## src/rtl/dac70004_pkg.sv

```systemverilog
// dac70004_pkg: DAC70004 command codes, fixed init frames, frame builder and sequencer state/source encodings.
package dac70004_pkg;
  localparam logic [3:0] CMD_WRITE_UPDATE = 4'h3;
  localparam logic [3:0] CMD_POWER = 4'h4;
  localparam logic [3:0] CMD_REF = 4'h8;
  localparam logic [31:0] INIT_PWR = {4'h0, CMD_POWER, 4'h0, 16'h000F, 4'h0};
  localparam logic [31:0] INIT_REF = {4'h0, CMD_REF, 4'h0, 16'h0001, 4'h0};
  typedef enum logic [2:0] {
    S_INIT0,
    S_INIT1,
    S_IDLE,
    S_SCAN,
    S_ISSUE,
    S_WAIT_ACK,
    S_WAIT_DONE
  } seq_state_t;
  typedef enum logic [1:0] {
    SRC_PWR,
    SRC_REF,
    SRC_CH
  } frame_src_t;
  function automatic logic [31:0] dac_frame(input logic [3:0] cmd, input logic [3:0] addr, input logic [15:0] code);
    return {4'h0, cmd, addr, code, 4'h0};
  endfunction
endpackage

```

## src/rtl/dac_cmd_sequencer_if.sv

```systemverilog
// dac_cmd_sequencer_if: slow-control and shifter signals; master = environment, slave = sequencer.
interface dac_cmd_sequencer_if;
  logic        CH_WE;
  logic [1:0]  CH_ADDR;
  logic [15:0] CH_DATA;
  logic        UPDATE_REQ;
  logic        ERR_CLR;
  logic        DAC_BUSY;
  logic        DAC_WE;
  logic [31:0] DAC_DATA;
  logic        SEQ_BUSY;
  logic        DONE;
  logic        ERR;
  modport master (
    output CH_WE, CH_ADDR, CH_DATA, UPDATE_REQ, ERR_CLR, DAC_BUSY,
    input  DAC_WE, DAC_DATA, SEQ_BUSY, DONE, ERR
  );
  modport slave (
    input  CH_WE, CH_ADDR, CH_DATA, UPDATE_REQ, ERR_CLR, DAC_BUSY,
    output DAC_WE, DAC_DATA, SEQ_BUSY, DONE, ERR
  );
endinterface

```

## src/rtl/dac_shadow_regs.sv

```systemverilog
// dac_shadow_regs: per-channel shadow codes + dirty bits (we/waddr/wdata write, clr/clr_ch clear, set/set_ch re-mark) with lowest-dirty pick (any_dirty/low_ch/low_code).
module dac_shadow_regs #(
  parameter int CH_NUM = 4
) (
  input  logic        clk,
  input  logic        rst,
  input  logic        we,
  input  logic [1:0]  waddr,
  input  logic [15:0] wdata,
  input  logic        clr,
  input  logic [1:0]  clr_ch,
  input  logic        set,
  input  logic [1:0]  set_ch,
  output logic        any_dirty,
  output logic [1:0]  low_ch,
  output logic [15:0] low_code
);
  logic [15:0] shadow [CH_NUM];
  logic [CH_NUM-1:0] dirty;
  for (genvar i = 0; i < CH_NUM; i++) begin : g_ch
    logic hit;
    assign hit = we && waddr == 2'(i);
    // a write in the same cycle as the clear keeps the channel dirty
    always_ff @(posedge clk or posedge rst)
      if (rst) begin
        shadow[i] <= '0;
        dirty[i] <= 1'b0;
      end else begin
        shadow[i] <= hit ? wdata : shadow[i];
        dirty[i] <= hit || (set && set_ch == 2'(i)) || (dirty[i] && !(clr && clr_ch == 2'(i)));
      end
  end
  always_comb begin
    any_dirty = 1'b0;
    low_ch = '0;
    low_code = '0;
    for (int i = CH_NUM - 1; i >= 0; i--)
      if (dirty[i]) begin
        any_dirty = 1'b1;
        low_ch = 2'(i);
        low_code = shadow[i];
      end
  end
endmodule

```

## src/rtl/dac_cmd_sequencer.sv

```systemverilog
// dac_cmd_sequencer: DAC70004 frame sequencer; CLK_50M/RST plus bus (slow-control writes/requests in, DAC_WE/DAC_DATA frames out, DAC_BUSY ack in, SEQ_BUSY/DONE/ERR status out).
module dac_cmd_sequencer
  import dac70004_pkg::*;
#(
  parameter int CH_NUM = 4,
  parameter int ACK_TIMEOUT = 16,
  parameter bit INIT_EN = 1'b1
) (
  input logic CLK_50M,
  input logic RST,
  dac_cmd_sequencer_if.slave bus
);
  seq_state_t state, nxt;
  frame_src_t src;
  logic [1:0] cur_ch;
  logic [7:0] ack_cnt;
  logic any_dirty;
  logic [1:0] low_ch;
  logic [15:0] low_code;
  logic scan_hit, ack_timeout;
  logic dac_we_d, seq_busy_d, done_d;
  logic [31:0] dac_data_d;
  logic dac_we_q, seq_busy_q, done_q, err_q;
  logic [31:0] dac_data_q;
  assign scan_hit = state == S_SCAN && any_dirty;
  assign ack_timeout = state == S_WAIT_ACK && bus.DAC_BUSY && ack_cnt == 8'(ACK_TIMEOUT - 1);
  dac_shadow_regs #(.CH_NUM(CH_NUM)) u_shadow (
    .clk(CLK_50M),
    .rst(RST),
    .we(bus.CH_WE),
    .waddr(bus.CH_ADDR),
    .wdata(bus.CH_DATA),
    .clr(scan_hit),
    .clr_ch(low_ch),
    .set(ack_timeout && src == SRC_CH),
    .set_ch(cur_ch),
    .any_dirty(any_dirty),
    .low_ch(low_ch),
    .low_code(low_code)
  );
  // outputs are registered from next-cycle values so they read 0 while RST is held
  always_ff @(posedge CLK_50M or posedge RST)
    if (RST) begin
      state <= INIT_EN ? S_INIT0 : S_IDLE;
      src <= SRC_PWR;
      cur_ch <= '0;
      ack_cnt <= '0;
      dac_we_q <= 1'b0;
      seq_busy_q <= 1'b0;
      done_q <= 1'b0;
      err_q <= 1'b0;
      dac_data_q <= '0;
    end else begin
      state <= nxt;
      src <= state == S_INIT0 ? SRC_PWR : state == S_INIT1 ? SRC_REF : scan_hit ? SRC_CH : src;
      cur_ch <= scan_hit ? low_ch : cur_ch;
      ack_cnt <= state == S_WAIT_ACK ? ack_cnt + 8'd1 : 8'd0;
      dac_we_q <= dac_we_d;
      seq_busy_q <= seq_busy_d;
      done_q <= done_d;
      err_q <= ack_timeout || (err_q && !bus.ERR_CLR);
      dac_data_q <= dac_data_d;
    end
  always_comb begin
    nxt = state;
    case (state)
      S_INIT0, S_INIT1: nxt = S_ISSUE;
      S_IDLE:      nxt = bus.UPDATE_REQ ? S_SCAN : S_IDLE;
      S_SCAN:      nxt = any_dirty ? S_ISSUE : S_IDLE;
      S_ISSUE:     nxt = S_WAIT_ACK;
      S_WAIT_ACK:  nxt = !bus.DAC_BUSY ? S_WAIT_DONE : ack_timeout ? S_IDLE : S_WAIT_ACK;
      S_WAIT_DONE: nxt = !bus.DAC_BUSY ? S_WAIT_DONE : src == SRC_PWR ? S_INIT1 : src == SRC_REF ? S_IDLE : S_SCAN;
      default:     nxt = S_IDLE;
    endcase
  end
  always_comb begin
    dac_we_d = nxt == S_ISSUE;
    seq_busy_d = nxt != S_IDLE;
    done_d = (state == S_SCAN && !any_dirty) || (state == S_WAIT_DONE && bus.DAC_BUSY && src == SRC_REF);
    dac_data_d = state == S_INIT0 ? INIT_PWR :
                 state == S_INIT1 ? INIT_REF :
                 scan_hit ? dac_frame(CMD_WRITE_UPDATE, {2'b00, low_ch}, low_code) : dac_data_q;
  end
  assign bus.DAC_WE = dac_we_q;
  assign bus.DAC_DATA = dac_data_q;
  assign bus.SEQ_BUSY = seq_busy_q;
  assign bus.DONE = done_q;
  assign bus.ERR = err_q;
endmodule

```

## src/flat_wrapper.sv

```systemverilog
// flat-port wrapper written by rule: the top's interface ports become plain ports
module dac_cmd_sequencer_flat import dac70004_pkg::*;
#(
  parameter int CH_NUM = 4,
  parameter int ACK_TIMEOUT = 16,
  parameter bit INIT_EN = 1'b1
)
  (CLK_50M, RST, bus_CH_WE, bus_CH_ADDR, bus_CH_DATA, bus_UPDATE_REQ, bus_ERR_CLR, bus_DAC_BUSY, bus_DAC_WE, bus_DAC_DATA, bus_SEQ_BUSY, bus_DONE, bus_ERR);
  dac_cmd_sequencer_if bus_i ();
  input logic CLK_50M;
  input logic RST;
  input wire logic [$bits(bus_i.CH_WE)-1:0] bus_CH_WE;
  input wire logic [$bits(bus_i.CH_ADDR)-1:0] bus_CH_ADDR;
  input wire logic [$bits(bus_i.CH_DATA)-1:0] bus_CH_DATA;
  input wire logic [$bits(bus_i.UPDATE_REQ)-1:0] bus_UPDATE_REQ;
  input wire logic [$bits(bus_i.ERR_CLR)-1:0] bus_ERR_CLR;
  input wire logic [$bits(bus_i.DAC_BUSY)-1:0] bus_DAC_BUSY;
  output wire logic [$bits(bus_i.DAC_WE)-1:0] bus_DAC_WE;
  output wire logic [$bits(bus_i.DAC_DATA)-1:0] bus_DAC_DATA;
  output wire logic [$bits(bus_i.SEQ_BUSY)-1:0] bus_SEQ_BUSY;
  output wire logic [$bits(bus_i.DONE)-1:0] bus_DONE;
  output wire logic [$bits(bus_i.ERR)-1:0] bus_ERR;
  assign bus_i.CH_WE = bus_CH_WE;
  assign bus_i.CH_ADDR = bus_CH_ADDR;
  assign bus_i.CH_DATA = bus_CH_DATA;
  assign bus_i.UPDATE_REQ = bus_UPDATE_REQ;
  assign bus_i.ERR_CLR = bus_ERR_CLR;
  assign bus_i.DAC_BUSY = bus_DAC_BUSY;
  assign bus_DAC_WE = bus_i.DAC_WE;
  assign bus_DAC_DATA = bus_i.DAC_DATA;
  assign bus_SEQ_BUSY = bus_i.SEQ_BUSY;
  assign bus_DONE = bus_i.DONE;
  assign bus_ERR = bus_i.ERR;
  dac_cmd_sequencer #(.CH_NUM(CH_NUM), .ACK_TIMEOUT(ACK_TIMEOUT), .INIT_EN(INIT_EN)) u_core (.CLK_50M(CLK_50M), .RST(RST), .bus(bus_i));
endmodule
```

## config.mk

```make
export PLATFORM = sky130hd
export DESIGN_NAME = dac_cmd_sequencer_flat
export DESIGN_NICKNAME = d
export VERILOG_FILES = /design/src/rtl/dac70004_pkg.sv /design/src/rtl/dac_cmd_sequencer_if.sv /design/src/rtl/dac_shadow_regs.sv /design/src/rtl/dac_cmd_sequencer.sv /design/src/flat_wrapper.sv
export SDC_FILE = /design/constraint.sdc
export NUM_CORES = 1
export LEC_CHECK = 0
export ABC_AREA = 1
export BUFFER_PORTS_ARGS = -buffer_cell sky130_fd_sc_hd__buf_2
export CORE_AREA = 5 5 110 112
export DETAILED_ROUTE_END_ITERATION = 10
export DIE_AREA = 0 0 115 117
export PLACE_DENSITY = 0.76
export SLEW_MARGIN = 20
export SYNTH_ARGS = -nofsm -noshare
export SYNTH_HDL_FRONTEND = slang
export SYNTH_SLANG_ARGS = --single-unit
export TNS_END_PERCENT = 10
```

## constraint.sdc

```tcl
create_clock -name CLK_50M -period 3.3 [get_ports CLK_50M]
set_input_delay 0.495 -clock CLK_50M [delete_from_list [all_inputs] [get_ports CLK_50M]]
set_output_delay 0.495 -clock CLK_50M [all_outputs]
set_load 0.01 [all_outputs]
```

==> run metrics <==
# Max-Cap Violations=0; die width=115 µm; Peak Freq=495.8 MHz; area of the multi-input gates=1743 µm²; CTS resizes=0; CP arrival=2.25 ns; Setup TNS=0 ns; Vias/cell=5.179; Wirelength per Cell=14.63 µm; TritonCTS Buffers=9; Critical Path Sink Type=flip-flop; register clock-pin slew on the reported worst setup and hold paths=0.07 ns; gpl congestion=0.8860; Placeable Area=11130 µm²; CP top delay family=simple AND/OR/NAND/NOR gates; Slowest-stage cell, CP=dfrtp_1; Final nets=633; power density over the cells=779.7 nW/µm²; Peak VDD IR=297.7 µV; post-layout min period=2.017 ns; number of global-route vias before repair=3810; Sink Count=106; Max Root-Sink Buffers=2; Die Y=117 µm; Hold Crit Class=input pin to asynchronous set/reset pin; DRT antenna net count=0; Seq/Total Area, Yosys=0.5509; most frequently used flop master after synthesis=dfrtp_1; GRT Residual Overflow=0; WP data required=3.53 ns; # placed instances=740; cts hold-fix bufs=0; crit path buf inv count=1; number of fill cells=1049; DR DRC count=0; Yosys cell types=30; DRT iter0 DRCs=315; largest net degree at the start of global routing=92; status=finished, final reports clean; Async SR Flop Fraction=1.000; Detail Placement HPWL=7.421 mm; Synth area leader=dfrtp_1; relative slew slack=0.3850; leakage=2.725 nW; crit path launch type=flip-flop; Clock Tree Root=clkbuf_16; Final setup viols=0; Reg area=2653 µm²; initial antenna violation count=0; critical path's largest stage delay=0.66 ns; Setup CP Type=flip-flop to flip-flop; Initial Utilization=0.4327; RSZ-0062 raised after global routing=no; Worst-Skew Late Latency=0.35 ns; total iterations of the first detailed-routing run=6; CP Cell Sequence=nor2_4, nand2_2, nand2_4, inv_4, nor2_4, nand2_1, nor2_1, nand3_1; Non-Filler Instances=756; Tot GR Track Use=0.1701; synthesized area=4815 µm²; antenna cell count=0; slew at the pin with the worst max-slew slack=0.9215 ns; Routed Wire Length=11.06 mm; die area=13460 µm²; setup bufs post-CTS=0; Synth Warn #=0; top-count cell post-synth=nand2_1; Top cell by count, worst path=nor2_4; IO Count=60; Mapped Cells=571; Final period util=0.6112; final hold viol count=0; H-Tree Depth=3; global-route wire length before repair=18.31 mm; Site Rows=39; PortBufs=49; synthesized area per cell=8.432 µm²; number of synthesized flops with an enable pin=0; layout cells sized above 1=0.1321; most instantiated cells after synthesis=nand2_1 (156), dfrtp_1 (106), o21ai_0 (100); area growth from synthesis to layout=12.89%; CTS tree=done; Synth Register Bits=106; Max Slew Vio Count=0; CP Max Fanout=21; ranking of synthesized cells by area=dfrtp_1 (55%), nand2_1 (12%), o21ai_0 (10%); Final Skew=0.006469 ns; Synth top area share=0.5509; Via Count=3915
-- per-stage QoR --
stage                     setup WS [ns]  power (W)  utilization  cell area [µm²]  hold WS (ns)
after floorplan                 0.01611   0.002675            -             4848        0.4329
after global placement            1.261   0.002980       0.4569             5084        0.4459
after detailed placement          1.150   0.003017       0.4569             5084        0.4512
after CTS                         1.269   0.004261       0.4883             5433        0.3522
after global routing              1.129   0.004499       0.4885             5435        0.3669
final                             1.283   0.004238       0.4885             5435        0.3003
-- area by class of cell --
cell class / count / area share
Clock buffer: 9 / 0.04144
Clock inverter: 7 / 0.02279
Inverter: 63 / 0.04489
Multi-Input combinational cell: 376 / 0.3207
Sequential cell: 106 / 0.4880
Tap cell: 143 / 0.03292
Timing Repair Buffer: 52 / 0.04926
-- state kept, by name, indices dropped and copies added, names as in the netlist --
| name | cells |
|---|---|
| u_core.u_shadow.shadow | 64 |
| u_core.src | 1 |
| u_core.cur_ch | 2 |
| u_core.bus.DAC_WE | 1 |
| u_core.bus.SEQ_BUSY | 1 |
| u_core.bus.DONE | 1 |
| u_core.bus.DAC_DATA | 20 |
| u_core.state | 3 |
| u_core.bus.ERR | 1 |
| u_core.ack_cnt | 8 |
| u_core.u_shadow.dirty | 4 |
-- final timing paths --
check | from | to | slack [ns] | cells after the start
worst max register to register | u_core.u_shadow.dirty[1]$_DFF_PP0_ | u_core.bus.SEQ_BUSY$_DFF_PP0_ | 1.28 | 8
worst min-delay path | RST | u_core.bus.ERR$_DFF_PP0_ | 0.30 | 2
worst min register to register | u_core.ack_cnt[0]$_DFF_PP0_ | u_core.ack_cnt[0]$_DFF_PP0_ | 0.46 | 1
min in group CLK_50M | bus_ERR_CLR | u_core.bus.ERR$_DFF_PP0_ | 0.34 | 2
worst max-delay path | u_core.u_shadow.dirty[1]$_DFF_PP0_ | u_core.bus.SEQ_BUSY$_DFF_PP0_ | 1.28 | 8
max in group asynchronous | RST | u_core.u_shadow.shadow[60]$_DFFE_PP0P_ | 2.33 | 3
-- per-layer routing --
metal / vias to the layer above / GRT usage / wire [µm]
met5: - / 0 / 0
met4: 0 / 0.06729 / 228
met3: 15 / 0.02314 / 570
met2: 134 / 0.2832 / 5398
met1: 1882 / 0.2267 / 4861
li1: 1884 / - / -
-- cell usage in the layout (no fill, tap or decap), types with 9 or more instances in the layout --
cell	instances
buf_2	49
a21oi_1	26
o21ai_0	100
conb_1	10
nand3_1	25
inv_1	60
clkbuf_16	9
nor2_1	25
a21o_1	10
nand2_1	156
dfrtp_1	106
-- where the power goes --
part           internal [W]  switching (W)
clock              0.000749       0.000494
sequential          0.00160       0.000264
combinational      0.000392       0.000737
total               0.00274        0.00150
-- cells by family (layout without fill, tap and decap cells) --
kind of cell	after synthesis	count (layout)	synth area share
XOR/XNOR	1	1	0.001819
other	1	10	0.0007789
AND/OR/NAND/NOR	221	221	0.1941
adder cells (fa/ha/maj)	1	1	0.002598
AO/OA/AOI/OAI	143	143	0.1557
flip-flops	106	106	0.5509
buffers and inverters	98	131	0.09407
Note: power is estimated with default switching activity, not from simulation.
